[src/rtl/alarm_unit.sv]
// Alarm stage: holds the user-set alarm time, compares it with the running BCD time and drives the ring/buzzer.
// Optional snooze support is compiled in with `define ALARM_SNOOZE_EN.
module alarm_unit #(
   parameter int RING_SECS   = 60,
   parameter int SNOOZE_SECS = 300
) (
   input  logic       clock,
   input  logic       reset,
   input  logic       sec_tick,
   input  logic [3:0] hours1,
   input  logic [3:0] hours2,
   input  logic [3:0] mins1,
   input  logic [3:0] mins2,
   input  logic       set_btn,
   input  logic       arm_btn,
   input  logic       hr_btn,
   input  logic       min_btn,
   input  logic       stop_btn,
   input  logic       snooze_btn,
   output logic [3:0] al_h1,
   output logic [3:0] al_h2,
   output logic [3:0] al_m1,
   output logic [3:0] al_m2,
   output logic       armed,
   output logic       editing,
   output logic       ringing,
   output logic       snoozing,
   output logic       buzzer
);

   localparam logic [1:0] ST_IDLE    = 2'd0;
   localparam logic [1:0] ST_EDIT    = 2'd1;
   localparam logic [1:0] ST_RINGING = 2'd2;
`ifdef ALARM_SNOOZE_EN
   localparam logic [1:0] ST_SNOOZE  = 2'd3;
   localparam logic [8:0] SNOOZE_LIMIT = 9'(SNOOZE_SECS);
`endif
   localparam logic [8:0] RING_LIMIT = 9'(RING_SECS);

   logic [1:0] state;
   logic [1:0] state_next;
   logic       armed_next;
   logic       buzzer_next;
   logic       match;
   logic       match_prev;
   logic       match_rise;
   logic [8:0] count;
   logic [8:0] count_next;
   logic [8:0] count_inc;
   logic [3:0] al_h1_next;
   logic [3:0] al_h2_next;
   logic [3:0] al_m1_next;
   logic [3:0] al_m2_next;

   assign count_inc  = (count == 9'h1FF) ? count : count + 9'd1;
   assign match_rise = match & ~match_prev;

   // Alarm-time editing: minutes and hours roll independently, no carry between them
   always_comb begin
      al_h1_next = al_h1;
      al_h2_next = al_h2;
      al_m1_next = al_m1;
      al_m2_next = al_m2;
      if (state == ST_EDIT && min_btn) begin
         if (al_m2 == 4'd9) begin
            al_m2_next = 4'd0;
            al_m1_next = (al_m1 == 4'd5) ? 4'd0 : al_m1 + 4'd1;
         end else begin
            al_m2_next = al_m2 + 4'd1;
         end
      end
      if (state == ST_EDIT && hr_btn) begin
         if (al_h1 == 4'd2 && al_h2 == 4'd3) begin
            al_h1_next = 4'd0;
            al_h2_next = 4'd0;
         end else if (al_h2 == 4'd9) begin
            al_h2_next = 4'd0;
            al_h1_next = al_h1 + 4'd1;
         end else begin
            al_h2_next = al_h2 + 4'd1;
         end
      end
   end

   // Main mode control; buttons always outrank a same-cycle tick or match edge
   always_comb begin
      state_next  = state;
      armed_next  = armed;
      buzzer_next = buzzer;
      count_next  = count;
      case (state)
         ST_IDLE: begin
            if (arm_btn) begin
               armed_next = ~armed;
            end
            if (set_btn) begin
               state_next = ST_EDIT;
            end else if (!arm_btn && armed && match_rise) begin
               state_next  = ST_RINGING;
               count_next  = 9'd0;
               buzzer_next = 1'b1;
            end
         end
         ST_EDIT: begin
            if (set_btn) begin
               state_next = ST_IDLE;
            end
         end
         ST_RINGING: begin
            if (stop_btn) begin
               state_next  = ST_IDLE;
               buzzer_next = 1'b0;
               count_next  = 9'd0;
            end else if (arm_btn) begin
               state_next  = ST_IDLE;
               armed_next  = 1'b0;
               buzzer_next = 1'b0;
               count_next  = 9'd0;
`ifdef ALARM_SNOOZE_EN
            end else if (snooze_btn) begin
               state_next  = ST_SNOOZE;
               buzzer_next = 1'b0;
               count_next  = 9'd0;
`endif
            end else if (sec_tick) begin
               if (count_inc >= RING_LIMIT) begin
                  state_next  = ST_IDLE;
                  buzzer_next = 1'b0;
                  count_next  = 9'd0;
               end else begin
                  buzzer_next = ~buzzer;
                  count_next  = count_inc;
               end
            end
         end
`ifdef ALARM_SNOOZE_EN
         ST_SNOOZE: begin
            if (stop_btn) begin
               state_next = ST_IDLE;
               count_next = 9'd0;
            end else if (arm_btn) begin
               state_next = ST_IDLE;
               armed_next = 1'b0;
               count_next = 9'd0;
            end else if (sec_tick) begin
               if (count_inc >= SNOOZE_LIMIT) begin
                  state_next  = ST_RINGING;
                  buzzer_next = 1'b1;
                  count_next  = 9'd0;
               end else begin
                  count_next = count_inc;
               end
            end
         end
`endif
         default: begin
            state_next  = ST_IDLE;
            buzzer_next = 1'b0;
            count_next  = 9'd0;
         end
      endcase
   end

   always_ff @(posedge clock) begin
      if (reset) begin
         state      <= ST_IDLE;
         armed      <= 1'b0;
         buzzer     <= 1'b0;
         count      <= 9'd0;
         match      <= 1'b0;
         match_prev <= 1'b0;
         al_h1      <= 4'd0;
         al_h2      <= 4'd0;
         al_m1      <= 4'd0;
         al_m2      <= 4'd0;
      end else begin
         state      <= state_next;
         armed      <= armed_next;
         buzzer     <= buzzer_next;
         count      <= count_next;
         match      <= (hours1 == al_h1) && (hours2 == al_h2) &&
                       (mins1 == al_m1) && (mins2 == al_m2);
         match_prev <= match;
         al_h1      <= al_h1_next;
         al_h2      <= al_h2_next;
         al_m1      <= al_m1_next;
         al_m2      <= al_m2_next;
      end
   end

   assign editing = (state == ST_EDIT);
   assign ringing = (state == ST_RINGING);

`ifdef ALARM_SNOOZE_EN
   assign snoozing = (state == ST_SNOOZE);
`else
   logic unused_snooze;
   assign unused_snooze = snooze_btn ^ (SNOOZE_SECS != 0);
   assign snoozing      = 1'b0;
`endif

endmodule

[config.mk]
export PLATFORM = sky130hd
export DESIGN_NAME = alarm_unit
export DESIGN_NICKNAME = d
export VERILOG_FILES = /design/src/rtl/alarm_unit.sv
export SDC_FILE = /design/constraint.sdc
export NUM_CORES = 1
export LEC_CHECK = 0
export ABC_AREA = 1
export CAP_MARGIN = 0
export CORE_ASPECT_RATIO = 2
export CORE_MARGIN = 1.5
export CORE_UTILIZATION = 44
export CTS_CLUSTER_SIZE = 30
export DETAILED_ROUTE_END_ITERATION = 10
export PLACE_DENSITY = 0.76
export REMOVE_ABC_BUFFERS = 1
export SLEW_MARGIN = 20
export SYNTH_ARGS = -nofsm -noshare
export SYNTH_HDL_FRONTEND = slang
export SYNTH_SLANG_ARGS = --single-unit
export TNS_END_PERCENT = 100
[constraint.sdc]
create_clock -name clock -period 1.45 [get_ports clock]
set_input_delay 0.2175 -clock clock [delete_from_list [all_inputs] [get_ports clock]]
set_output_delay 0.2175 -clock clock [all_outputs]
set_load 0.01 [all_outputs]
==> flow_summary.ini <==
[logic_synthesis]
synth_cell_types = 33
synth.cell_area_um2 = 1784
yosys_warnings = 0
syn_inst = 252
ys_seq_elements = 31
yosysSeqAreaShare_pct = 34.78
avgSynthCellArea_um2 = 7.080

[critical_path]
critPathLaunchType = flip-flop
crit_cells = 10
worstPathRequired_ns = 1.62
r2r-end = count[2]$_SDFFE_PP0P_
setup.worst_path.end_class = flip-flop
slowest_delay_ns = 0.35
critPathLaunch = count[0]$_SDFFE_PP0P_
crit_buf_inv = 1
reg2reg_slack_ns = -0.1
critPathMaxFanout = 6
timing.rr.start = count[0]$_SDFFE_PP0P_
worstSetupEndpoint = count[2]$_SDFFE_PP0P_
cp_common_cell = nand3_4
crit_family = simple AND/OR/NAND/NOR gates
critPathSlowestCell = dfxtp_2
crit_type = reg2reg
crit_chain = ha_4 -> nand3_4 -> nor2_4 -> nand3_4 -> o21ai_2 -> nand3_2 -> nand2_2 -> inv_2 -> o21ai_4 -> nor2_1
cp_data_arrival_time_ns = 1.72
rr_worst_depth = 10

[drt]
drt_iter0_drc = 40
wire_per_inst_um = 12.23
drt_pass1_iterations = 4
drt_wl_total_um = 4647
drc_errors = 0
vias = 1842
ant_nets = 0
vias_per_cell = 4.847

[status]
outcome = finished, violations left
failed_checks = negative setup slack

[clock_network]
htreeDepth = 2
cts-hold-fix-buffers = 0
ctsRootBufferMaster = clkbuf_8
clkLatencyLatePin_ns = 0.28
cts_sinks = 31
clock_path_buffers = 2
cts.reportedPaths.clkPinSlew_ns = 0.07
cts_buffers = 5
cts_tree = yes

[die]
die_area_um2 = 4469
die_w_um = 48.03
core_area_um2 = 3884
ios = 46
die_y_um = 93.06
start_util_pct = 45.94
rows = 32

[layout]
layout_common_cells = nand2_1, nor2_1, buf_4, inv_1, clkdlybuf4s50_1
fillers = 334
insertedDiodeCount = 0
fin_util_pct = 69.59
final_common_cell = nand2_1
final_layout_size_suffix_gt1_share_pct = 26.44
nets = 358
area_delta_synth_final_pct = 51.47

[global_route]
overflow = 0
grt_max_degree = 17
track_usage_pct = 22.56
grt_pass1_wl_um = 7396
antenna_found_initial = 0
grt_pass1_vias = 1800

[hold_path]
holdCritPathClass = reg2reg

[sta]
fin_crit_ns = 1.549
setup_viol = 7
slew_violations = 0
fin_crit_sh_pct = 106.9
hold_viol = 0
setup_slack_ns = -0.09946
max_freq_ghz = 0.6454
grt_setup_unrepaired = true
fin_skew_ns = 0.004533

[placement]
place_hpwl_um = 3375
globalplace.congestion = 0.8128
portBuffers = 43
dp_slack_ns = -0.2452

[flow_run]
drv_cap = 0

[power_and_ir_drop]
p_total_w = 0.002010
p_leak_nw = 1.351
irDropWorstVdd_mv = 0.5479
power_density_nw_per_um2 = 743.9
worst min-delay path: stages, from the launching register on:
cell and delay (ns):
dfxtp_1 0.31, inv_1 0.05, nor2_1 0.03
worst min path at each step:
| stage | from | endpoint | slack (ns) | cells past startpoint |
|---|---|---|---|---|
| floorplan | reset | al_h1[1]$_SDFFE_PP0P_ | 0.29 | 1 |
| global placement | match$_SDFF_PP0_ | match_prev$_SDFF_PP0_ | 0.41 | 2 |
| detailed placement | match$_SDFF_PP0_ | match_prev$_SDFF_PP0_ | 0.41 | 2 |
| CTS | match$_SDFF_PP0_ | match_prev$_SDFF_PP0_ | 0.42 | 2 |
| global route | match$_SDFF_PP0_ | match_prev$_SDFF_PP0_ | 0.45 | 2 |
| finish | match$_SDFF_PP0_ | match_prev$_SDFF_PP0_ | 0.42 | 2 |
report_power, final:
| group | total [W] | internal (W) | switching [W] |
|---|---|---|---|
| Sequential | 0.000914 | 0.000881 | 0.0000331 |
| Combinational | 0.000345 | 0.000184 | 0.000161 |
| Clock | 0.000751 | 0.000433 | 0.000318 |
| Total | 0.00201 | 0.00150 | 0.000513 |
per-stage QoR:
| step | instance area (um^2) | setup TNS (ns) | hold WS (ns) | std cells |
|---|---|---|---|---|
| after floorplan | 1758 | -0.7491 | 0.2866 | 248 |
| final | 2703 | -0.5745 | 0.4224 | 380 |
| after global placement | 2455 | -2.415 | 0.4106 | 369 |
| after CTS | 2616 | -1.000 | 0.4242 | 378 |
| after detailed placement | 2455 | -2.718 | 0.4129 | 369 |
| after global routing | 2703 | -1.465 | 0.4457 | 380 |
routing by layer:
metal / GRT usage, % / up-vias / wire (um) / share of wire, %
li1: - / 952 / - / -
met1: 21.69 / 840 / 1709 / 37
met2: 42.00 / 40 / 2700 / 58
met3: 4.633 / 10 / 129 / 2.8
met4: 9.009 / 0 / 108 / 2.3
met5: 0 / - / 0 / 0
Yosys cell counts:
master,number,area (um^2)
nand3_1,16,80.08
o21bai_1,2,15.01
nand3b_1,1,7.510
o21ai_2,1,8.760
dfxtp_1,31,620.6
inv_2,3,11.26
o21ai_4,1,16.27
nor2_1,36,135.1
nand4_1,4,25.02
nor2_2,2,12.51
ha_1,5,62.56
xnor2_1,8,70.07
nor2_4,2,22.52
nor3b_1,2,15.01
or2_0,1,6.260
a31oi_1,1,6.260
a21oi_1,9,45.04
clkbuf_1,2,7.510
o21ai_0,14,70.07
and3_1,1,6.260
buf_6,1,11.26
nand2_1,47,176.4
inv_1,30,112.6
xor2_1,14,122.6
buf_4,1,7.510
a211oi_1,1,7.510
nand3_2,1,10.01
nand3_4,1,17.52
conb_1,1,3.750
nor3_1,8,40.04
nand2_2,1,6.260
nor4_1,2,12.51
or2_2,2,12.51
final cells by class:
class	count	area [um^2]	area share [%]
flip-flops and latches	31	649.4	24.03
repair buffers	73	670.6	24.81
multi-input cells	184	1095	40.51
inverters	33	123.9	4.583
well taps	51	63.81	2.361
clock buffers	8	100.1	3.704
state kept, by name, summed over array words and instances (netlist names):
register / count
match: 1
al_h2: 4
match_prev: 1
al_h1: 4
state: 2
count: 9
buzzer: 1
al_m2: 4
armed: 1
al_m1: 4
cells by family (layout without fill, tap and decap cells):
group,Yosys count,count (layout),synth area share [%]
DFF,31,31,34.78
buffers and inverters,37,114,8.415
adders and majority gates,5,5,3.506
other,1,1,0.2102
and+or+nand+nor,127,127,32.82
AOI/OAI and AO/OA,29,29,9.467
xor gates and xnor gates,22,22,10.80
timing repair:
item                                    4_1_cts  5_1_grt
endpoints found under the setup margin       28       30
buffers inserted                              1        2
resized for setup                            34       27
gates cloned                                  0        0
pin swaps                                     7       10
No activity file was read; power rests on OpenSTA's default activity.
